<file path="src/rtl/booth_seq_multiplier.sv">
// -----------------------------------------------------------------------------
// booth_seq_multiplier
//   Sequential radix-2 Booth multiplier: signed N x N -> signed 2N product.
//   Performs one Booth iteration per clock, the same rhythm as the sequential
//   non-restoring divider. It rebuilds dividends from (quotient, divisor) in
//   the divide/multiply datapath. Only one operation is in flight at a time,
//   and a start/busy/done handshake controls it.
//
//   Latency: start is sampled at edge E0. After N iterations, done is high
//   for the one cycle that follows edge EN. A start in the DONE cycle is
//   accepted, so back-to-back operations give one result per N+1 clocks.
//
// Parameters
//   N        operand width in bits (N >= 2)
//
// Ports
//   clk      in   clock, rising edge
//   rst      in   asynchronous active-high reset
//   start    in   request; honoured only when not busy (IDLE or DONE)
//   mcand    in   [N-1:0]  signed multiplicand, captured on accepted start
//   mplier   in   [N-1:0]  signed multiplier, captured on accepted start
//   busy     out  high while iterating
//   done     out  one-cycle pulse: product valid
//   product  out  [2N-1:0] signed product, held until the next completion
//   ovf      out  (only with MUL_OVF_EN) product not representable in
//                 signed N bits; registered together with product
//
// Build option
//   MUL_OVF_EN  when defined, adds the ovf port and its overflow detector
// -----------------------------------------------------------------------------
module booth_seq_multiplier #(
   parameter int N = 8
) (
   input  logic           clk,
   input  logic           rst,
   input  logic           start,
   input  logic [N-1:0]   mcand,
   input  logic [N-1:0]   mplier,
   output logic           busy,
   output logic           done,
   output logic [2*N-1:0] product
`ifdef MUL_OVF_EN
   ,
   output logic           ovf
`endif
);

   localparam int CW = $clog2(N + 1);

   localparam logic [1:0] S_IDLE = 2'd0;
   localparam logic [1:0] S_RUN  = 2'd1;
   localparam logic [1:0] S_DONE = 2'd2;

   logic [1:0]     state_q, state_d;
   logic [N:0]     a_q, a_d;        // accumulator, one bit wider than mcand
   logic [N-1:0]   q_q, q_d;        // multiplier / low product half
   logic           q1_q, q1_d;      // Booth look-behind bit
   logic [N:0]     m_q, m_d;        // sign-extended multiplicand
   logic [CW-1:0]  cnt_q, cnt_d;
   logic [2*N-1:0] prod_q, prod_d;

   logic [N:0]     sum;
   logic [N:0]     a_sh;
   logic [N-1:0]   q_sh;
   logic           q1_sh;
   logic [2*N-1:0] full;

`ifdef MUL_OVF_EN
   logic           ovf_q, ovf_d;
`endif

   // Datapath for a single iteration: a conditional add or subtract, followed
   // by an arithmetic right shift of {A,Q,q_1}.
   always_comb begin
      sum = a_q;
      case ({q_q[0], q1_q})
         2'b01:   sum = a_q + m_q;
         2'b10:   sum = a_q - m_q;
         default: sum = a_q;
      endcase
      a_sh  = {sum[N], sum[N:1]};
      q_sh  = {sum[0], q_q[N-1:1]};
      q1_sh = q_q[0];
      // The guard bit a_sh[N] is redundant once all N shifts are done.
      full  = {a_sh[N-1:0], q_sh};
   end

   always_comb begin
      state_d = state_q;
      a_d     = a_q;
      q_d     = q_q;
      q1_d    = q1_q;
      m_d     = m_q;
      cnt_d   = cnt_q;
      prod_d  = prod_q;
`ifdef MUL_OVF_EN
      ovf_d   = ovf_q;
`endif
      case (state_q)
         S_IDLE, S_DONE: begin
            if (start) begin
               a_d     = '0;
               q_d     = mplier;
               q1_d    = 1'b0;
               m_d     = {mcand[N-1], mcand};
               cnt_d   = CW'(N);
               state_d = S_RUN;
            end else begin
               state_d = S_IDLE;
            end
         end
         S_RUN: begin
            a_d   = a_sh;
            q_d   = q_sh;
            q1_d  = q1_sh;
            cnt_d = cnt_q - CW'(1);
            if (cnt_q == CW'(1)) begin
               prod_d  = full;
`ifdef MUL_OVF_EN
               // Fits in signed N bits only when the top N+1 bits all agree.
               ovf_d   = ~((&full[2*N-1:N-1]) | ~(|full[2*N-1:N-1]));
`endif
               state_d = S_DONE;
            end
         end
         default: state_d = S_IDLE;
      endcase
   end

   always_ff @(posedge clk or posedge rst) begin
      if (rst) begin
         state_q <= S_IDLE;
         a_q     <= '0;
         q_q     <= '0;
         q1_q    <= 1'b0;
         m_q     <= '0;
         cnt_q   <= '0;
         prod_q  <= '0;
`ifdef MUL_OVF_EN
         ovf_q   <= 1'b0;
`endif
      end else begin
         state_q <= state_d;
         a_q     <= a_d;
         q_q     <= q_d;
         q1_q    <= q1_d;
         m_q     <= m_d;
         cnt_q   <= cnt_d;
         prod_q  <= prod_d;
`ifdef MUL_OVF_EN
         ovf_q   <= ovf_d;
`endif
      end
   end

   assign busy    = (state_q == S_RUN);
   assign done    = (state_q == S_DONE);
   assign product = prod_q;
`ifdef MUL_OVF_EN
   assign ovf     = ovf_q;
`endif

endmodule

</file>
<file path="config.mk">
export PLATFORM = sky130hd
export DESIGN_NAME = booth_seq_multiplier
export DESIGN_NICKNAME = d
export VERILOG_FILES = /design/src/rtl/booth_seq_multiplier.sv
export SDC_FILE = /design/constraint.sdc
export NUM_CORES = 1
export LEC_CHECK = 0
export ABC_AREA = 1
export CAP_MARGIN = 5
export CORE_MARGIN = 4
export CORE_UTILIZATION = 30
export CTS_CLUSTER_SIZE = 30
export DETAILED_ROUTE_END_ITERATION = 6
export SYNTH_ARGS = -nofsm -noshare
export SYNTH_HDL_FRONTEND = slang
export SYNTH_SLANG_ARGS = --single-unit
</file>
<file path="constraint.sdc">
create_clock -name clk -period 2.65 [get_ports clk]
set_clock_uncertainty 0.15 [all_clocks]
set_input_delay 0.53 -clock clk [delete_from_list [all_inputs] [get_ports clk]]
set_output_delay 0.53 -clock clk [all_outputs]
set_load 0.02 [all_outputs]
</file>
### Yosys cells after proc, flatten, opt, wreduce, memory -nomap -nowiden

Cells that the tools add are included.

* add/sub/neg operators: 3
* equal/unequal tests: 7
* mux-type cells: 12
* reductions and logical operators: 6

Operator list (number)
* $pmux 9 s2: 2
* $pmux 8 s2: 1
* $add 9x9->9: 1
* $mux 9: 1
* $sub 9x9->9: 1
* $mux 8: 1
* $pmux 4 s2: 1
* $reduce_and 2->1: 3
* $eq 2x1->1 const B: 2
* $eq 2x2->1 const B: 2
* $eq 4x1->1 const B: 1
* $mux 4: 1
* $pmux 2 s2: 1
* $sub 4x1->4 const B: 1
* $logic_not 2->1: 1
* $mux 1: 2
* $mux 2: 1
* $ne 2x1->1 const B: 1
* $ne 2x2->1 const B: 1
* $pmux 1 s2: 1
* $reduce_bool 2->1: 1
* $reduce_or 2->1: 1

* bits in registers: 48
* bits of input ports: 19
* output and inout port bits: 18
* word-level logic and storage cells: 35

### Longest topological paths before layout

Gate-level depths: netlist of run 1.

* depth in word-level cells: 4
* depth in mapped cells: 20
* gate-level depth less buffers: 20

### Least setup slack after synthesis of run 1

OpenSTA, ideal clock, no wires.

* path kind: reg2reg
* from: register m_q[0]
* to: register a_q[7]
* library setup time: 0.117 ns
* data arrival time: 2.150 ns
* required time: 2.383 ns
* slack: 0.234 ns
* cell stages (with the launch flop): 21
* path buffers: 0
* period minus slack after synthesis: 2.416 ns
* path through: dfrtp_1 -> inv_1 -> ha_1 -> nand2_1 -> nor2_1 -> nor2_1 -> a21oi_1 -> xnor2_1 -> inv_1 -> ha_1 -> nand2_1 -> nor2_2 -> inv_1 -> nor2_2 -> nor2_2 -> nand2_2 -> nand3_2 -> nand2_1 -> nand2_1 -> nand2_1 -> nand2_1

* cells in the longest elaborated chain, start to end: 3
* elaborated cells between the ends (all ways): 4
* classes of those cells: add/sub: 2; mux: 2

RTL lines
* start, declared: line 58 `logic [N:0] m_q, m_d;`
* start signal, assigned: line 147 `m_q <= m_d;`
* $sub 9x9->9 / $add 9x9->9 (equally long branches): line 78, 77
* $pmux 9 s2 *: line 76 `case ({q_q[0], q1_q})`
* $pmux 9 s2 *: line 99 `case (state_q)`
* end signal, assigned: line 133 `a_q <= '0;`
* end signal, assigned: line 144 `a_q <= a_d;`
* end, declared: line 55 `logic [N:0] a_q, a_d;`

Every way passes the cells marked *; elsewhere a longest branch is shown, timed or not.
A chain may end at the register's enable or synchronous reset.

### Final worst setup path of run 1

* from: register q1_q
* to: register prod_q[13] (netlist: product[13])

* cells in the longest elaborated chain, start to end: 2
* elaborated cells between the ends (all ways): 3
* classes of those cells: eq/ne: 2; mux: 1

RTL lines
* start, declared: line 57 `logic q1_q, q1_d;`
* start signal, assigned: line 146 `q1_q <= q1_d;`
* $eq 2x2->1 / $eq 2x1->1 (equally long branches): line 76
* $pmux 9 s2 *: line 76
* end signal, assigned: line 149 `prod_q <= prod_d;`
* end, declared: line 60 `logic [2*N-1:0] prod_q, prod_d;`

Marked as above.

==> results by stage, run 1 <==
Placed design:
- In this run the cell area measured after placement is ~3000 µm².
- The number of placed instances, taps included, is between 400 and 500.
- The total of buffers placed on input and output ports is 36.
- The HPWL after detailed placement is 4280 µm.
- The global placer's final weighted congestion is between 0.8 and 0.9.

Timing:
- Setup violations remaining at the end of the flow were counted as 0.
- For the pin with the worst max-slew slack, the measured transition is between 0.4 and 0.5 ns.
- The share of the clock period used by the worst path is between 90% and 100%.
- The number of endpoints with negative hold slack in the final report is 0.
- The clock period minus final worst setup slack is about 2.5 ns.
- Timing would allow up to approximately 400 MHz.
- Setup repair after global routing could not meet its margin everywhere.
- The worst slew slack as a fraction of its limit is 70.8%.
- The max-slew violation count is 0.

Logic synthesis:
- The synthesized design devotes to its leading area cell type a little under half of total area.
- The number of enable flip-flop cells after synthesis is 0.
- The flip-flop cell with the highest count after synthesis is sky130_fd_sc_hd__dfrtp_1.
- The cell count after synthesis is between 300 and 400.
- In this run, distinct cell masters in the synthesized netlist total 33.
- The library cell occupying the most area in the post-synthesis netlist is sky130_fd_sc_hd__dfrtp_1.
- Averaged over all synthesized cells, the footprint is 8.29 µm².
- sky130_fd_sc_hd__nand2_1 is the most common cell in the netlist.
- In the synthesized netlist the async set-or-reset flop fraction comes to 100%.
- By count the netlist is led by sky130_fd_sc_hd__nand2_1, sky130_fd_sc_hd__dfrtp_1, sky130_fd_sc_hd__inv_1.
- The number of register bits inferred by synthesis is 47.
- The synthesized netlist occupies a cell area of roughly 2600 µm².
- The share of the Yosys chip area taken by registers is 45.8%.
- In the post-synthesis netlist, the biggest area contributors are sky130_fd_sc_hd__dfrtp_1, sky130_fd_sc_hd__nand2_1, sky130_fd_sc_hd__ha_1, sky130_fd_sc_hd__inv_1, sky130_fd_sc_hd__o21ai_1.
- Yosys printed 0 warnings.
- The number of nets in the synthesized netlist is between 300 and 400.

Clocking:
- The clock-pin slew reported for the worst setup and hold paths after clock tree synthesis is 0.09 ns.
- The clock reaches the later pin of the worst-skew pair after roughly 0.3 ns.
- The worst-case clock buffer depth is 2.
- Counting the buffers created by CTS gives 5.
- The clock net in this run drives a total of 47 sinks.
- The cell sitting at the root of the clock tree is a sky130_fd_sc_hd__clkbuf_8.
- The CTS tree is built.
- The H-tree was split into 2 levels.
- For this design, the CTS-stage hold fixing added 0 buffers.

Routing:
- The detailed router finished its first iteration with between 100 and 150 violations.
- Dividing the detail-routed wire length by the instance count gives 12.8 µm.
- For this run, design rule violations remaining after detail routing come to 0.
- The first TritonRoute pass finished after 6 iterations.
- The post-detailed-route count of antenna-violating nets is 0.
- The final wirelength is roughly 6000 µm.
- The total vias in the final route is roughly 2100.
- The routed via count divided by cell count is 4.58.

Die:
- In this run the count of I/O pins placed on the die edge is 37.
- The total number of placement rows is 33.
- From left edge to right edge, the die measures 101 µm.
- The die covers ~10000 µm².
- The area of the core is between 8000 and 9000 µm².
- The starting density of the core is 31.1%.
- The vertical die dimension is a little over 100 µm.

Global routing:
- The first global-routing pass estimated roughly 10000 µm of wire.
- After global routing the overflow that remains totals 0.
- Across every metal layer, demand over resource in global routing totals about an eighth.
- The number of global-route vias before repair is roughly 2100.
- The pin count of the biggest net entering global routing is 48.
- The number of antenna violations at the first check in global routing came to 0.

Run:
- Across the run, the number of max-cap violations was 0.

Setup path:
- Data arrives at the worst endpoint at 2.61 ns.
- The kind of capture point of the worst setup path is a register.
- The largest fanout on the critical path is 7.
- STA puts the critical path data required time at between 2 and 3 ns.
- The worst setup path is launched from a register.
- The type of the setup path with the least slack is reg2reg.

Layout:
- The count of placed standard cells in the final layout, fillers left out is 464.
- The post-route cell area is around 3300 µm².
- The area growth from synthesis to layout is 27.8%.
- Cells fill between 30% and 40% of the core in the end.
- The layout net count is 390.
- The total of fill cells in the finished design is around 860.
- The number of inserted diodes is 0.
- The post-route netlist has approximately 16% of its cells at a drive strength greater than 1.

Min path:
- The class of the tightest hold or removal check is reg2reg.

Status:
- The run finished with clean final reports.
stage by stage:
step	setup TNS [ns]	hold slack [ns]	setup slack (ns)
after floorplan	0	0.290	0.234
after global placement	0	0.312	0.106
after detailed placement	0	0.307	0.0127
after CTS	0	0.323	0.0364
after global routing	-0.297	0.356	-0.0747
final	0	0.320	0.133
worst paths after layout:
path                               end  depth (start not counted)  startpoint  slack, ns
max                        product[13]                         14        q1_q       0.13
min                           cnt_q[3]                          1    cnt_q[3]       0.32
max reg2reg                product[13]                         14        q1_q       0.13
min reg2reg                   cnt_q[3]                          1    cnt_q[3]       0.32
max in group asynchronous   product[5]                          3         rst       1.72
min in group asynchronous   product[6]                          3         rst       0.42
registers in the layout, indices dropped and copies added, names as in the netlist:
register / cells
product: 16
a_q: 8
m_q: 8
q_q: 8
cnt_q: 4
state_q: 2
q1_q: 1
cell families (layout without fill, tap and decap cells):
| group | Yosys count | after routing | share of synthesized area [%] |
|---|---|---|---|
| AND/OR/NAND/NOR | 144 | 144 | 24.6 |
| XOR/XNOR | 7 | 7 | 2.39 |
| adder cells (fa/ha/maj) | 13 | 13 | 6.62 |
| AO/OA/AOI/OAI | 52 | 52 | 12.6 |
| flip-flops | 47 | 47 | 45.8 |
| buffers and inverters | 47 | 96 | 8.04 |
worst max-delay path: stages (launching register included):
cell and delay, ns:
sky130_fd_sc_hd__dfrtp_1 0.37, sky130_fd_sc_hd__inv_1 0.10, sky130_fd_sc_hd__ha_4 0.19, sky130_fd_sc_hd__inv_2 0.07
sky130_fd_sc_hd__o21ai_0 0.19, sky130_fd_sc_hd__nand2_1 0.10, sky130_fd_sc_hd__ha_1 0.36, sky130_fd_sc_hd__nand2_1 0.07
sky130_fd_sc_hd__nand2_1 0.14, sky130_fd_sc_hd__nand2_2 0.10, sky130_fd_sc_hd__o21bai_1 0.20, sky130_fd_sc_hd__nor2_1 0.09
sky130_fd_sc_hd__o21ai_2 0.19, sky130_fd_sc_hd__nand2_1 0.07, sky130_fd_sc_hd__nand2_1 0.05
layer usage:
layer	vias to the layer above	wire [µm]	share of wire [%]	global-route usage, %
met1	986	2810	47	16.9
li1	1090	-	-	-
met5	-	0	0	0
met2	42	2750	46	19.2
met3	7	257	4.3	2.21
met4	0	136	2.3	4.77
placed cells by master, fill, tap and decap left out, drive strengths merged, types with 4 or more instances in the layout:
master         instances
inv                   41
ha                    12
o21ai                 26
clkbuf                 6
dfrtp                 47
o22ai                  4
a21oi                  8
buf                   12
nand2                108
nand3                 16
o221ai                 7
nor2                  16
xor2                   4
clkdlybuf4s50         36
layout make-up:
cell class              count  area [µm²]  area share, %
multi-input cells         216        1270           38.7
flip-flops and latches     47        1180           35.8
repair buffers             48         463           14.1
inverters                  40         153           4.65
well taps                 105         131           4.00
clock buffers               6        72.6           2.21
clock inverters             2        16.3          0.495
repair_timing:
item	CTS	global route
gates resized for setup	1	18
setup endpoints to repair	2	8
pin swaps	0	9
cloned	0	0
setup buffers	0	6
Power of run 1 is not shown: default switching activity piles up to over one toggle a cycle in this logic, so the estimate is an artifact.
==> inputs of run 2 (changes only) <==
ABC_AREA = default   (was 1)
CTS_CLUSTER_SIZE = 20   (was 30)
SKIP_CTS_REPAIR_TIMING = 1   (was default)
==> run 2 against run 1 <==
Effect of this change:
- the run now ends with setup timing left
- core utilization is 1.5 points higher
- sequential cell count stayed put
- global-route usage is 0.17 points lower
- via count is 4.1% lower
- critical endpoint is now product[15]
==> results by stage, run 2 <==
Timing:
- The worst setup margin is -0.0831 ns.
- The number of endpoints with negative hold slack in the final report is 0.
- The worst slew slack as a fraction of its limit is between 10% and 20%.
- The worst path uses 103% of the clock period.
- The actual transition at the worst max-transition pin is roughly 1.2 ns.
- Setup repair after global routing could not meet its margin everywhere.
- The maximum clock frequency is between 300 and 400 MHz.
- The max-slew violation count is 0.
- Counting I/O delays and the setup requirement, the final critical path takes approximately 2.7 ns.
- In the final timing run, aggregate negative setup slack is -0.195 ns.
- The count of endpoints failing setup in the final report is 3.

Layout:
- The number of inserted diodes is 0.
- The post-layout utilization of the core is between 40 and 50%.
- The fraction of layout cells with a size suffix above 1 is between 10% and 20%.
- The commonest non-fill, non-tap cell in the layout is sky130_fd_sc_hd__nand2_1.
- In the layout the commonest cells are sky130_fd_sc_hd__nand2_1, sky130_fd_sc_hd__dfrtp_1, sky130_fd_sc_hd__clkdlybuf4s50_1, sky130_fd_sc_hd__buf_4, sky130_fd_sc_hd__o21ai_0.
- The final layout contains about 360 nets.
- Relative to the synthesized area, the layout overhead comes to 31.9%.
- The register with the most flip-flops in the layout has 16 of them.

Logic synthesis:
- The library cell occupying the most area in the post-synthesis netlist is sky130_fd_sc_hd__dfrtp_1.
- Sorting the synthesized cells by how often they occur yields sky130_fd_sc_hd__nand2_1, sky130_fd_sc_hd__dfrtp_1, sky130_fd_sc_hd__o21ai_0.
- By area the synthesized netlist is led by sky130_fd_sc_hd__dfrtp_1, sky130_fd_sc_hd__nand2_1, sky130_fd_sc_hd__ha_1, sky130_fd_sc_hd__o21ai_0, sky130_fd_sc_hd__xnor2_1.
- The area share of and/or/nand/nor cells after synthesis is 19.1%.
- In this run, synthesis produced a sequential element count of 47.
- The library cell with the highest instance count after synthesis is sky130_fd_sc_hd__nand2_1.
- The complex-gate fraction of the synthesized area is 14.4%.
- The number of warnings issued by yosys is 0.
- The number of enable flip-flop cells after synthesis is 0.
- Summing every instance area after synthesis gives 2450 µm².
- The arithmetic-cell share of the synthesized area counting full adders, half adders and majority gates is under 10%.
- The number of nets handed over by synthesis was 302.
- The xor and xnor area share after synthesis is between 4 and 5%.
- The mean instance size in the synthesized netlist is roughly 9 µm².
- The share of Yosys cell area claimed by the top area cell type is a little under half.
- The number of different library cells in the post-synthesis netlist is 37.
- After synthesis, the share of flip-flops with an asynchronous set or reset is 100%.
- The flip-flop cell with the highest count after synthesis is sky130_fd_sc_hd__dfrtp_1.
- In the synthesized netlist, the number of instances is 270.
- By area, the combinational part of the netlist is dominated by simple AND/OR/NAND/NOR gates.
- The mux cell area share after synthesis is ~3.4%.
- The sequential area share after synthesis is 47.9%.

Clocking:
- The clock net in this run drives a total of 47 sinks.
- The number of clock buffers added by TritonCTS is 5.
- Clock-pin slew was measured on the worst setup and hold paths at approximately 0.1 ns.
- The CTS H-tree depth is 2.
- The longest clock path from root to sink contains 2 buffers.
- TritonCTS built the clock tree.
- The clock latency on the worst-skew pair is 0.30 ns.
- The buffer cell driving the clock tree root is sky130_fd_sc_hd__clkbuf_8.

Routing:
- Using the TritonRoute via totals, the vias-per-cell ratio works out to around 4.8.
- The total DRC errors in the routed layout is 0.
- After the first detailed-routing iteration, the DRC count stood at 81.
- The average wire per standard cell is ~14 µm.
- The final wirelength is approximately 6000 µm.
- For this run, the detailed router's first-pass iteration total came to 5.
- The post-detailed-route count of antenna-violating nets is 0.
- The total vias in the final route is slightly above 2000.

Die:
- In this run the core area contains 32 standard-cell rows.
- The die covers between 9000 and 10000 µm².
- For this configuration, the core starts out at a cell density of between 30% and 40%.
- The area of the core is 7850 µm².
- The vertical die dimension is around 100 µm.
- Pin placement for this block handled 37 I/O pins.
- The chip width is approximately 100 µm.

Global routing:
- The met2 capacity usage during global routing is 18.8%.
- In the global route stage, overall resource usage came out at approximately an eighth.
- For this run the aggregate overflow at the end of global routing stands at 0.
- Entering global routing, the biggest net connects 48 pins.
- The layer with the highest usage after global routing is met2.
- The number of antenna violations at the first check in global routing is 0.
- In the global route stage, met1 resource usage came out at 16.9%.
- The global routing usage on met3 is 2.26%.
- The first global-routing pass estimated 9720 µm of wire.
- The number of global-route vias before repair is 2044.

Status:
- The final reports fail on setup timing.
- The run finished, with violations left.

Placed design:
- Detailed placement ended at an HPWL of around 4100 µm.
- In this run the tool buffered the top-level ports with 36 buffer cells.
- The global placer's final weighted congestion is around 0.84.
- At the placement stage, the worst setup path has a slack of -0.0921 ns.

Run:
- The reported max-cap violation count is 0.

Setup path:
- The kind of capture point of the worst setup path is a register.
- The startpoint class of the critical path is a register.
- The largest fanout on the critical path is 5.
- The type of the setup path with the least slack is reg2reg.
- The arrival time of the worst setup path is approximately 2.8 ns.
- For the worst setup path, the data required time is about 2.7 ns.

Min path:
- In this run the worst hold path is classified as reg2reg.
==> run 2: cell types whose count changed after synthesis, sizes merged, moves of 5 or more <==
cell    previous run  this run
nand2            108        73
inv               40        14
nand3             16         4
a22oi              0         8
clkbuf             0         8
xnor2              3        11
o221ai             7         0
mux2i              0         6
a31oi              1         6
nor3               0         5
==> run 2: critical path, cell delays in order (launching register included) <==
cell and delay, ns:
sky130_fd_sc_hd__dfrtp_1 0.40, sky130_fd_sc_hd__inv_2 0.08, sky130_fd_sc_hd__ha_4 0.13, sky130_fd_sc_hd__nor3b_4 0.24, sky130_fd_sc_hd__a21oi_1 0.12, sky130_fd_sc_hd__xnor2_1 0.16
sky130_fd_sc_hd__ha_1 0.36, sky130_fd_sc_hd__and4_2 0.24, sky130_fd_sc_hd__a21oi_2 0.17, sky130_fd_sc_hd__mux2i_2 0.34, sky130_fd_sc_hd__xnor2_1 0.16, sky130_fd_sc_hd__o21ai_1 0.07
==> run 2: final timing paths <==
check                           slack, ns  startpoint     endpoint  depth (start not counted)
worst max register to register      -0.08      m_q[1]  product[15]                         11
max in group asynchronous            1.40         rst   state_q[0]                          3
worst min-delay path                 0.33  product[5]   product[5]                          2
worst min register to register       0.33  product[5]   product[5]                          2
worst max-delay path                -0.08      m_q[1]  product[15]                         11
min in group asynchronous            0.54         rst   product[2]                          3
==> run 2: metal layers <==
layer,vias to the layer above,routed length [µm]
met4,0,118
met3,9,154
met5,-,0
li1,1015,-
met2,36,2850
met1,978,2740
==> run 2: area by class of cell <==
class	instances	area, µm²
clock buffer	5	68.8
sequential	47	1180
clock inverter	3	46.3
multi-input combinational	198	1250
fill	796	4610
timing repair buffer	57	518
inverter	14	52.6
tap	102	128
==> run 2: kinds of logic (layout without fill, tap and decap cells) <==
logic type,after synthesis,count (layout)
AOI/OAI and AO/OA,56,56
xor gates and xnor gates,12,12
adders and majority gates,13,13
buffers and inverters,25,79
DFF,47,47
muxes,8,8
and+or+nand+nor,109,109
==> run 2: through the flow <==
| stage | hold WS [ns] | cells | area [µm²] |
|---|---|---|---|
| CTS | 0.341 | 422 | 3140 |
| global placement | 0.313 | 414 | 3020 |
| floorplan | 0.307 | 270 | 2450 |
| finish | 0.334 | 426 | 3240 |
| detailed placement | 0.312 | 414 | 3020 |
| global route | 0.358 | 426 | 3240 |
Power of run 2 is left out for the same reason.
